--- config.mk ---
export PLATFORM = sky130hd
export DESIGN_NAME = uart_rx_fifo
export DESIGN_NICKNAME = d
export VERILOG_FILES = /design/src/rtl/uart_rx_fifo.sv
export SDC_FILE = /design/constraint.sdc
export NUM_CORES = 1
export LEC_CHECK = 0
export BUFFER_PORTS_ARGS = -buffer_cell sky130_fd_sc_hd__buf_4
export CORE_MARGIN = 8
export CORE_UTILIZATION = 45
export CTS_BUF_LIST = sky130_fd_sc_hd__clkbuf_4
export CTS_CLUSTER_DIAMETER = 150
export DETAILED_ROUTE_END_ITERATION = 6
export PLACE_DENSITY = 0.76
export SETUP_SLACK_MARGIN = 0.5
export SYNTH_ARGS = -nofsm -noshare
export SYNTH_HDL_FRONTEND = slang
export SYNTH_SLANG_ARGS = --single-unit
--- constraint.sdc ---
create_clock -name clk -period 3.1 [get_ports clk]
set_clock_uncertainty 0.15 [all_clocks]
set_input_delay 0.155 -clock clk [delete_from_list [all_inputs] [get_ports clk]]
set_output_delay 0.155 -clock clk [all_outputs]
set_load 0.05 [all_outputs]
--- src/rtl/uart_rx_fifo.sv ---
// uart_rx_fifo: receive buffer between uart_rx and the CPU data register.
// Captures one byte per valid/read handshake into a DEPTH-entry FIFO, exposes
// the head byte and level/full/empty status, and raises a level-threshold irq.
module uart_rx_fifo #(
  parameter  int DEPTH  = 8,
  parameter  int DATA_W = 8,
  localparam int PTR_W  = $clog2(DEPTH)
) (
  input  logic              clk,
  input  logic              rst,
  input  logic              rx_valid,
  input  logic [DATA_W-1:0] rx_data,
  output logic              rx_ack,
  input  logic              pop,
  input  logic              flush,
  input  logic              thresh_wr,
  input  logic [PTR_W:0]    thresh_in,
  output logic [DATA_W-1:0] rd_data,
  output logic [PTR_W:0]    level,
  output logic              empty,
  output logic              full,
  output logic              irq
);

  localparam logic [PTR_W:0] L_ONE   = (PTR_W+1)'(1);
  localparam logic [PTR_W:0] L_DEPTH = (PTR_W+1)'(DEPTH);

  typedef enum logic [1:0] {
    S_IDLE,  // ready to capture the next byte
    S_ACK,   // rx_ack is high this cycle
    S_WAIT   // waiting for uart_rx to drop valid
  } state_t;

  state_t            r_state;
  state_t            w_state_next;
  logic              r_rx_ack;
  logic              w_capture;
  logic              w_pop;
  logic [PTR_W:0]    r_wr_ptr;
  logic [PTR_W:0]    r_rd_ptr;
  logic [PTR_W:0]    w_wr_ptr_next;
  logic [PTR_W:0]    r_thresh;
  logic [DATA_W-1:0] r_mem [DEPTH];

  // Capture FSM next-state and capture decision.
  always_comb begin
    // NOTE: every output of this block gets a default first, so no path can infer a latch.
    w_state_next = r_state;
    w_capture    = 1'b0;
    case (r_state)
      S_IDLE: begin
        if (rx_valid && !full) begin
          w_capture    = 1'b1;
          w_state_next = S_ACK;
        end
      end
      S_ACK:   w_state_next = S_WAIT;
      S_WAIT:  if (!rx_valid) w_state_next = S_IDLE;
      default: w_state_next = S_IDLE;
    endcase
  end

  // Capture FSM state register and registered read strobe to uart_rx.
  always_ff @(posedge clk or posedge rst) begin
    // NOTE: sequential state uses non-blocking assignments so all flops update from pre-edge values.
    if (rst) begin
      r_state  <= S_IDLE;
      r_rx_ack <= 1'b0;
    end else begin
      r_state  <= w_state_next;
      r_rx_ack <= w_capture;
    end
  end

  assign w_pop         = pop && !empty;
  assign w_wr_ptr_next = w_capture ? r_wr_ptr + L_ONE : r_wr_ptr;

  // Pointer update; flush lands after a same-edge write so the FIFO ends empty.
  always_ff @(posedge clk or posedge rst) begin
    if (rst) begin
      r_wr_ptr <= '0;
      r_rd_ptr <= '0;
    end else begin
      r_wr_ptr <= w_wr_ptr_next;
      if (flush)      r_rd_ptr <= w_wr_ptr_next;
      else if (w_pop) r_rd_ptr <= r_rd_ptr + L_ONE;
    end
  end

  // Byte storage written on capture.
  // NOTE: the storage array has no reset; rd_data is gated by empty, so stale entries never show.
  always_ff @(posedge clk) begin
    if (w_capture) r_mem[r_wr_ptr[PTR_W-1:0]] <= rx_data;
  end

  // Interrupt threshold register, clamped to DEPTH on load.
  always_ff @(posedge clk or posedge rst) begin
    if (rst)            r_thresh <= L_ONE;
    else if (thresh_wr) r_thresh <= (thresh_in > L_DEPTH) ? L_DEPTH : thresh_in;
  end

  assign level   = r_wr_ptr - r_rd_ptr;
  assign empty   = (r_wr_ptr == r_rd_ptr);
  assign full    = (r_wr_ptr[PTR_W] != r_rd_ptr[PTR_W]) &&
                   (r_wr_ptr[PTR_W-1:0] == r_rd_ptr[PTR_W-1:0]);
  assign rd_data = empty ? '0 : r_mem[r_rd_ptr[PTR_W-1:0]];
  assign irq     = (r_thresh != '0) && (level >= r_thresh);
  assign rx_ack  = r_rx_ack;

endmodule

Word level (Yosys, flattened, before mapping)

Memories as Yosys holds them, arrays and structs flattened.
Cells that the tools add are included.
W data, S select, Z words.

Bits in writable memories: 64
Memories: 1
Register bits: 15
Bits of input ports: 18

Memory list:

| memory | words | bits a word | rd ports | clocked after Yosys merged registers in | wr ports | RTL line | RTL |
|---|---|---|---|---|---|---|---|
| r_mem  | 8     | 8           | 1        | 0                                       | 1        | 43       | `logic [DATA_W-1:0] r_mem [DEPTH];` |

$add $sub $neg: 3
Reductions and logical operators: 10
Eq/ne operators: 7
Muxes and demuxes: 12
Order comparisons: 2

Operator list:

| operator              | number |
|---|---|
| $mux W4               | 4 |
| $add A4 B1 Y4 const B | 2 |
| $mux W8               | 1 |
| $pmux W2 S3           | 1 |
| $eq A4 B4 Y1          | 1 |
| $ge A4 B4 Y1          | 1 |
| $gt A4 B4 Y1 const B  | 1 |
| $logic_and A1 B1 Y1   | 4 |
| $mux W1               | 4 |
| $mux W2               | 2 |
| $ne A2 B2 Y1 const B  | 2 |
| $reduce_bool A4 Y1    | 1 |
| $sub A4 B4 Y4         | 1 |
| $eq A3 B3 Y1          | 1 |
| $eq A2 B1 Y1 const B  | 1 |
| $eq A2 B2 Y1 const B  | 1 |
| $logic_not A1 Y1      | 2 |
| $logic_not A2 Y1      | 1 |
| $reduce_and A2 Y1     | 1 |
| $reduce_bool A2 Y1    | 1 |
| $ne A1 B1 Y1          | 1 |

Logic depth before layout (Yosys ltp)

Gate-level depths: netlist of run 1.

Word-level depth: 8
Gate-level depth with buffers: 10

Worst setup path after synthesis of run 1

OpenSTA, ideal clock, no wires.

Kind: flip-flop to output port
Start: register r_rd_ptr[1]
End: output port irq
Arrival time: 3.964 ns
Setup slack: -1.169 ns
Data required time: 2.795 ns
Stages on the path, launching flop included: 11
Cells stage by stage: dfrtp_1 > clkbuf_1 > buf_1 > inv_1 > ha_1 > a21o_1 > a21oi_1 > xnor2_1 > ha_1 > a211oi_1 > nor3_1

Word-level cells in the longest chain between the ends: 3

Ends and longest elaborated chain:

| element                | RTL line | RTL |
|---|---|---|
| start, declared        | 40       | `logic [PTR_W:0] r_rd_ptr;` |
| start signal, assigned | 85       | `if (flush) r_rd_ptr <= w_wr_ptr_next;` |
| start signal, assigned | 86       | `else if (w_pop) r_rd_ptr <= r_rd_ptr + L_ONE;` |
| $sub A4 B4 Y4          | 102      | `assign level = r_wr_ptr - r_rd_ptr;` |
| net level[3]           | 19       | `output logic [PTR_W:0] level,` |
| $ge A4 B4 Y1           | 107      | `assign irq = (r_thresh != '0) && (level >= r_thresh);` |
| $logic_and A1 B1 Y1    | 107      |  |
| end, declared          | 22       | `output logic irq` |

The timed path passes the listed nets, and every way through them passes these cells.

Worst setup path in the final report of run 1

Start: register r_wr_ptr[0]
End: output port irq

Word-level cells in the longest chain between the ends: 3

Ends and longest elaborated chain:

| element                | RTL line | RTL |
|---|---|---|
| start, declared        | 39       | `logic [PTR_W:0] r_wr_ptr;` |
| start signal, assigned | 84       | `r_wr_ptr <= w_wr_ptr_next;` |
| $sub A4 B4 Y4          | 102      |  |
| $ge A4 B4 Y1           | 107      |  |
| $logic_and A1 B1 Y1    | 107      |  |

Every way passes these cells.

==> results of run 1 <==
[layout make-up]
| type | count | area (um^2) | share of cell area (%) |
|---|---|---|---|
| Sequential cell | 79 | 2301 | 52.89 |
| Multi-Input combinational cell | 106 | 1191 | 27.38 |
| Timing Repair Buffer | 62 | 509.2 | 11.71 |
| Tap cell | 99 | 123.9 | 2.847 |
| Clock inverter | 6 | 92.59 | 2.128 |
| Clock buffer | 10 | 75.07 | 1.726 |
| Inverter | 13 | 57.56 | 1.323 |
[critical path, cell delays in order, from the launching register on]
cell      delay (ns)
dfrtp_2         0.45
inv_4           0.07
ha_4            0.12
inv_2           0.04
fa_2            0.56
ha_4            0.21
a21o_1          0.18
a211oi_2        0.24
nor3_4          0.05
buf_6           0.17
[metrics by stage]
| stage | util [%] | cell area [um^2] | hold slack (ns) | cells |
|---|---|---|---|---|
| detailed placement | 54.44 | 3970 | 0.1085 | 341 |
| global route | 59.66 | 4350 | 0.09903 | 375 |
| global placement | 54.44 | 3970 | 0.1026 | 341 |
| floorplan | - | 3563 | -0.09430 | 204 |
| finish | 59.66 | 4350 | 0.08288 | 375 |
| CTS | 59.66 | 4350 | 0.06454 | 375 |
[final timing paths]
| path | start | endpoint | slack (ns) | cells after the start |
|---|---|---|---|---|
| worst max-delay path | r_wr_ptr[0]$_DFF_PP0_ | irq | 0.30 | 9 |
| worst min-delay path | pop | r_rd_ptr[2]$_DFFE_PP0P_ | 0.08 | 4 |
| worst max register to register | r_wr_ptr[2]$_DFF_PP0_ | r_mem[6][2]$_DFFE_PP_ | 0.58 | 6 |
| worst min register to register | r_state[0]$_DFFE_PP0P_ | r_state[1]$_DFFE_PP0P_ | 0.36 | 1 |
| max in group asynchronous | rst | r_wr_ptr[1]$_DFF_PP0_ | 2.19 | 3 |
| min in group asynchronous | rst | r_wr_ptr[3]$_DFF_PP0_ | 0.20 | 3 |
[registers in the layout (all words and copies together), names as in the netlist]
register and cells:
r_state 2, r_thresh 4, rx_ack 1, r_wr_ptr 4, r_rd_ptr 4, r_mem 64
[layer usage]
layer	part of all wire (%)	vias to the layer above	routed length (um)
li1	-	921	-
met1	45	994	3099
met2	49	54	3348
met3	4.2	14	293
met4	2.3	0	159
met5	0	-	0
[cell usage in the layout (no fill, tap or decap), types with 2 or more instances in the layout]
| cell | instances |
|---|---|
| a21o_1 | 2 |
| clkinvlp_4 | 2 |
| a21oi_1 | 8 |
| mux2_4 | 2 |
| dfrtp_2 | 2 |
| clkbuf_4 | 10 |
| mux4_2 | 16 |
| nand2_1 | 22 |
| nor4_2 | 2 |
| edfxtp_1 | 64 |
| mux2_2 | 4 |
| buf_4 | 45 |
| ha_1 | 4 |
| ha_4 | 5 |
| inv_4 | 3 |
| dlygate4sd3_1 | 16 |
| dfrtp_1 | 12 |
| bufinv_16 | 2 |
| nor3_1 | 2 |
| inv_1 | 8 |
| nor2_1 | 2 |
| o21ai_0 | 5 |
| xnor2_1 | 6 |
| inv_6 | 2 |
| o211ai_1 | 2 |
[cells by family after synthesis]
family,after synthesis
AND/OR/NAND/NOR,41
adder cells (fa/ha/maj),10
multiplexers,23
buffers and inverters,19
flip-flops,79
AO/OA/AOI/OAI,22
XOR/XNOR,10
[timing repair]
action / in CTS / in global routing
setup buffers: 2 / 0
hold buffers: 16 / 0
pin swaps: 3 / 0
hold endpoints to repair: 90 / 0
gates resized for setup: 8 / 0
setup endpoints to repair: 10 / 9
==> results.yml, run 1 <==
clock_tree:
  clkSlewWorstSetupHoldPaths_ns: 0.12
  htreeDepth: 3
  insertion_delay_ns: 0.41
  cts_root_buf: "clkbuf_4"
  numCtsBuffers: 9
  clockBufferDepth: 2
  cts.sink_count: 79
  tritoncts: "built"
cells_and_area:
  fill_cells: 576
  drive_above_1_share_pct: 40.58
  fin_nets: 299
  antenna_cells: 0
  area_growth_pct: 27.88
logic_synthesis:
  seq_area_frac_synth_pct: 67.56
  muxShareOfSynthArea_pct: 13.09
  synthArstFlopShare_pct: 18.99
  synth_flop_cell: "edfxtp_1"
  synth_top_area_share_pct: 56.49
  ys_ff_latch: 79
  synth_area_leader_cell: "edfxtp_1"
  synth-compound-area-share_pct: 4.229
  synth_fa_ha_area_share_pct: 3.898
  synth_top_family_by_area: "multiplexers"
  syn_area_per_cell_um2: 16.68
  synthCells: 204
  yosys.area_share.xor_xnor_pct: 2.795
  synth_commonest_cells: "edfxtp_1, nand2_1, mux4_2"
  synth_edf_count: 64
  yosysWarnings: 0
  synth.area.top_cells: "edfxtp_1, mux4_2, dfrtp_1, ha_1, nand2_1"
  yosys.area_share.simple_pct: 6.179
  synth.most_common_cell: "edfxtp_1"
  syn-cell-area_um2: 3402
  synth_nets: 232
  synth.distinct_cells: 38
drt:
  dr_total_vias: 1983
  first_pass_iters: 4
  drt_iter0_drc: 148
  wl_per_cell_um: 18.40
  drt_wl_total_um: 6901
  viasPerCell: 5.288
  postRouteAntennaNets: 0
  drc: 0
global_routing:
  antenna_found_initial: 0
  grt_pass1_vias: 2102
  grt_start_max_net_pins: 20
  busiest_layer: "met2"
  grt_first_pass_wirelength_um: 11230
  grt_util_met1_pct: 18.51
  met2_usage_pct: 23.37
  grt-ovfl-total: 0
  met3_usage_pct: 2.836
  track_usage_pct: 14.55
timing:
  rsz0062_at_grt: "true"
  finalCriticalPeriod_ns: 2.801
  finalHoldViolCount: 0
  layout_setup_ws_ns: 0.2992
  setup_viol: 0
  fmax_mhz: 357.0
  finalSetupTns_ns: 0
  slew-limit-headroom_pct: 55.79
  period_share_pct: 90.35
  worstMarginPinSlew_ns: 0.6602
  maxSlewViolCount: 0
floorplan:
  die_x_um: 103.0
  start_util_pct: 46.65
  die-area_um2: 10600
  rows: 31
  num_io_pins: 34
  core_area_um2: 7292
  die_h_um: 103.0
place:
  pre_cts_ws_ns: 0.5486
  routabilityCongestion: 0.8079
  hpwlAfterDp_um: 4408
  io_buffers: 33
setup_path:
  worstPathRequired_ns: 2.79
  startpoint_type: "register"
  crit_type: "reg -> out"
  crit_path_end_kind: "output pin"
  cp_max_fo: 2
  cp.arrival_ns: 2.50
status:
  status: "completed"
min_path:
  hold_path.class: "in -> reg"
job:
  maxCapViolCount: 0
Power of run 1 is not shown: default switching activity piles up to over one toggle a cycle in this logic, so the estimate is an artifact.
==> run 2: changes to the inputs <==
--- a/config.mk
+++ b/config.mk
@@ -12,6 +12,7 @@
 export CTS_CLUSTER_DIAMETER = 150
 export DETAILED_ROUTE_END_ITERATION = 6
 export PLACE_DENSITY = 0.76
+export RECOVER_POWER = 50
 export SETUP_SLACK_MARGIN = 0.5
 export SYNTH_ARGS = -nofsm -noshare
 export SYNTH_HDL_FRONTEND = slang
==> results.yml, run 2 (synthesized netlist as in run 1, its figures left out) <==
status:
  status: "completed"
clock_tree:
  cts.sink_count: 79
  tritoncts: "built"
  cts_root_buf: "clkbuf_4"
  clockBufferDepth: 2
  htreeDepth: 3
  numCtsBuffers: 9
  insertion_delay_ns: 0.41
  clkSlewWorstSetupHoldPaths_ns: 0.12
floorplan:
  rows: 31
  die-area_um2: 10600
  start_util_pct: 46.65
  core_area_um2: 7292
  die_h_um: 103.0
  num_io_pins: 34
  die_x_um: 103.0
timing:
  rsz0062_at_grt: "true"
  finalCriticalPeriod_ns: 2.800
  fmax_mhz: 357.2
  worstMarginPinSlew_ns: 0.6679
  finalHoldViolCount: 0
  period_share_pct: 90.31
  maxSlewViolCount: 0
  slew-limit-headroom_pct: 55.28
  setup_viol: 0
  finalSetupTns_ns: 0
drt:
  first_pass_iters: 4
  wl_per_cell_um: 18.37
  postRouteAntennaNets: 0
  dr_total_vias: 1970
  drt_wl_total_um: 6887
  drc: 0
  drt_iter0_drc: 155
  viasPerCell: 5.253
global_routing:
  grt_first_pass_wirelength_um: 11230
  grt-ovfl-total: 0
  grt_pass1_vias: 2102
  antenna_found_initial: 0
  grt_start_max_net_pins: 20
  track_usage_pct: 14.55
cells_and_area:
  area_growth_pct: 26.30
  antenna_cells: 0
  final_common_cell: "edfxtp_1"
  fin_nets: 299
  final_cell_mix: "edfxtp_1, buf_4, nand2_1, mux4_2, dlygate4sd3_1"
  largest_reg_flops: 64
  drive_above_1_share_pct: 36.23
setup_path:
  worstPathRequired_ns: 2.79
  cp_max_fo: 2
  crit_path_end_kind: "output pin"
  crit_type: "reg -> out"
  startpoint_type: "register"
  cp.arrival_ns: 2.49
place:
  hpwlAfterDp_um: 4408
  io_buffers: 33
  routabilityCongestion: 0.8079
job:
  maxCapViolCount: 0
min_path:
  hold_path.class: "in -> reg"
-- run 2: changes by cell type in the layout (fill, tap and decap cells not counted) --
cell	before	now
buf_4	45	33
clkbuf_1	0	11
clkbuf_4	10	11
ha_1	4	5
ha_4	5	4
-- run 2: worst max-delay path, stage by stage, from the launching register on --
cell and delay [ns]:
dfrtp_2 0.45, inv_4 0.07, ha_4 0.12, inv_2 0.04, fa_2 0.56, ha_4 0.20
a21o_1 0.18, a211oi_2 0.24, nor3_4 0.05, buf_6 0.17
-- run 2: path summary, 6_finish.rpt --
path                                           end  cells past startpoint                    from  slack [ns]
min                        r_rd_ptr[2]$_DFFE_PP0P_                      4                     pop        0.08
max reg2reg                  r_mem[6][2]$_DFFE_PP_                      6   r_wr_ptr[2]$_DFF_PP0_        0.40
min reg2reg                 r_state[1]$_DFFE_PP0P_                      1  r_state[0]$_DFFE_PP0P_        0.36
max                                            irq                      9   r_wr_ptr[0]$_DFF_PP0_        0.30
min in group asynchronous         rx_ack$_DFF_PP0_                      3                     rst        0.20
max in group asynchronous    r_wr_ptr[1]$_DFF_PP0_                      3                     rst        2.19
-- run 2: layer usage --
layer	track usage, %	up-vias	wire length [um]
li1	-	919	-
met4	7.008	0	161
met2	23.37	54	3359
met5	0	-	0
met1	18.51	983	2950
met3	2.836	14	416
-- run 2: cell type report --
cell class              instances  area (um^2)
flip-flops and latches         79         2301
inverters                      13        57.56
clock buffers                  10        75.07
well taps                      99        123.9
fillers                       594         2995
multi-input cells             106         1179
clock inverters                 6        92.59
repair buffers                 62        467.9
-- run 2: through the flow --
| step | worst slack [ns] | hold WS [ns] | utilization, % | instance area, um^2 | instances |
|---|---|---|---|---|---|
| global placement | 0.5628 | 0.1026 | 54.44 | 3970 | 341 |
| finish | 0.3002 | 0.08465 | 58.92 | 4297 | 375 |
| global route | 0.1864 | 0.09903 | 58.92 | 4297 | 375 |
| CTS | 0.2843 | 0.06454 | 59.66 | 4350 | 375 |
| detailed placement | 0.5486 | 0.1085 | 54.44 | 3970 | 341 |
| floorplan | 0.4998 | -0.09430 | - | 3563 | 204 |
-- run 2: timing repair --
item	in CTS	in global routing
pin swaps	3	0
hold buffers	16	0
buffers inserted	2	0
resized for setup	8	0
hold endpoints to repair	90	0
setup endpoints to repair	10	9
Power of run 2 is left out for the same reason.
==> run 3: changes to the inputs <==
--- a/config.mk
+++ b/config.mk
@@ -6,12 +6,15 @@
 export NUM_CORES = 1
 export LEC_CHECK = 0
 export BUFFER_PORTS_ARGS = -buffer_cell sky130_fd_sc_hd__buf_4
+export CELL_PAD_IN_SITES_DETAIL_PLACEMENT = 0
+export CELL_PAD_IN_SITES_GLOBAL_PLACEMENT = 1
+export CORE_ASPECT_RATIO = 2
 export CORE_MARGIN = 8
 export CORE_UTILIZATION = 45
 export CTS_BUF_LIST = sky130_fd_sc_hd__clkbuf_4
 export CTS_CLUSTER_DIAMETER = 150
 export DETAILED_ROUTE_END_ITERATION = 6
-export PLACE_DENSITY = 0.76
+export PLACE_DENSITY = 0.85
 export RECOVER_POWER = 50
 export SETUP_SLACK_MARGIN = 0.5
 export SYNTH_ARGS = -nofsm -noshare
==> results.yml, run 3 (synthesized netlist as in run 1, its figures left out) <==
timing:
  period_share_pct: 89.57
  finalCriticalPeriod_ns: 2.777
  finalHoldViolCount: 0
  setup_viol: 0
  fmax_mhz: 360.1
  rsz0062_at_grt: "true"
  finalSetupTns_ns: 0
  slew-limit-headroom_pct: 52.31
  worstMarginPinSlew_ns: 0.7122
  maxSlewViolCount: 0
drt:
  first_pass_iters: 4
  viasPerCell: 5.285
  dr_total_vias: 1950
  drc: 0
  drt_wl_total_um: 6834
  wl_per_cell_um: 18.52
  drt_iter0_drc: 97
  postRouteAntennaNets: 0
floorplan:
  die-area_um2: 10770
  start_util_pct: 45.43
  die_h_um: 139.0
  num_io_pins: 34
  core_area_um2: 7488
  die_x_um: 77.48
  rows: 45
setup_path:
  crit_type: "reg -> out"
  crit_top_cell: "ha_4"
  path_delay_family: "adder cells"
  cpMaxStageDelayCell: "fa_2"
  startpoint_type: "register"
  worst-path-buf-inv: 3
  crit_path_end_kind: "output pin"
  rrSetupSlack_ns: 0.35
  r2r_end: "r_mem[6][4]$_DFFE_PP_"
  worstPathRequired_ns: 2.79
  worst_r2r_path_depth: 6
  r2r-start: "r_wr_ptr[2]$_DFF_PP0_"
  cp.arrival_ns: 2.47
  max_stage_delay_ns: 0.55
  worstPathCellList: "inv_4 -> ha_4 -> inv_2 -> fa_2 -> ha_4 -> a21o_1 -> a211oi_2 -> nor3_4 -> buf_6"
  cp_max_fo: 2
min_path:
  hold_depth: 4
  hold_path.class: "in -> reg"
  hp-start: "pop"
  hold_path_end: "r_rd_ptr[2]$_DFFE_PP0P_"
cells_and_area:
  finalInstanceArea_um2: 4227
  final_cell_mix: "edfxtp_1, buf_4, nand2_1, mux4_2, dlygate4sd3_1"
  area_growth_pct: 24.24
  multi_input_area_um2: 1177
  largest_reg_flops: 64
  antenna_cells: 0
  seqCellArea_um2: 2301
  final_common_cell: "edfxtp_1"
  finalNonFillerCells: 369
  drive_above_1_share_pct: 35.64
  fill_cells: 597
  fin_nets: 299
global_routing:
  grt_first_pass_wirelength_um: 10990
  grt_pass1_vias: 2129
  grt_start_max_net_pins: 20
  track_usage_pct: 13.53
  grt-ovfl-total: 0
  antenna_found_initial: 0
place:
  dpl_cell_area_um2: 3964
  dp.cells: 336
  hpwlAfterDp_um: 4575
  routabilityCongestion: 0.8149
  io_buffers: 33
clock_tree:
  cts_root_buf: "clkbuf_4"
  cts.sink_count: 79
  clkSlewWorstSetupHoldPaths_ns: 0.12
  numCtsBuffers: 9
  clockBufferDepth: 2
  htreeDepth: 3
  insertion_delay_ns: 0.42
  tritoncts: "built"
job:
  maxCapViolCount: 0
status:
  status: "completed"
## run 3: how the worst max path moves through the flow
stage / cells past startpoint / endpoint / slack (ns) / startpoint
3_3_place_gp: 9 / irq / 0.57 / r_wr_ptr[0]$_DFF_PP0_
2_1_floorplan: 10 / irq / 0.50 / r_rd_ptr[1]$_DFFE_PP0P_
6_report: 9 / irq / 0.32 / r_wr_ptr[0]$_DFF_PP0_
5_1_grt: 9 / irq / 0.20 / r_wr_ptr[0]$_DFF_PP0_
3_5_place_dp: 7 / r_mem[6][7]$_DFFE_PP_ / 0.55 / r_wr_ptr[0]$_DFF_PP0_
4_1_cts: 9 / irq / 0.29 / r_wr_ptr[0]$_DFF_PP0_
## run 3: layout make-up
cell class	count	area share, %
Timing Repair Buffer	62	11.07
Sequential cell	79	54.44
Tap cell	94	2.783
Multi-Input combinational cell	106	27.86
Clock buffer	9	1.599
Clock inverter	6	0.8881
Inverter	13	1.362
## run 3: repair_timing
action                                 4_1_cts  5_1_grt
setup endpoints to repair                    3        9
resized for setup                            8        0
pin swaps                                    3        0
endpoints found under the hold margin       91        0
buffers inserted                             2        0
hold buffers                                16        0
## run 3: layer usage
| metal | up-vias | GRT usage (%) | part of all wire [%] |
|---|---|---|---|
| met4 | 0 | 6.212 | 1.7 |
| met3 | 10 | 3.896 | 5.5 |
| met5 | - | 0 | 0 |
| li1 | 914 | - | - |
| met1 | 975 | 14.92 | 38 |
| met2 | 51 | 23.13 | 54 |
## run 3: metrics by stage
step | hold WS [ns] | utilization, % | setup slack (ns)
global placement | 0.09495 | 52.93 | 0.5744
CTS | 0.05548 | 57.18 | 0.2911
global route | 0.09741 | 56.44 | 0.2020
floorplan | -0.09430 | - | 0.4998
detailed placement | 0.1029 | 52.93 | 0.5451
finish | 0.09179 | 56.44 | 0.3233
## run 3: tightest hold or removal path, cell delays in order
cell and delay, ns:
buf_4 0.09, o211ai_1 0.11, xnor2_1 0.15, mux2_2 0.13
Power of run 3 is left out for the same reason.
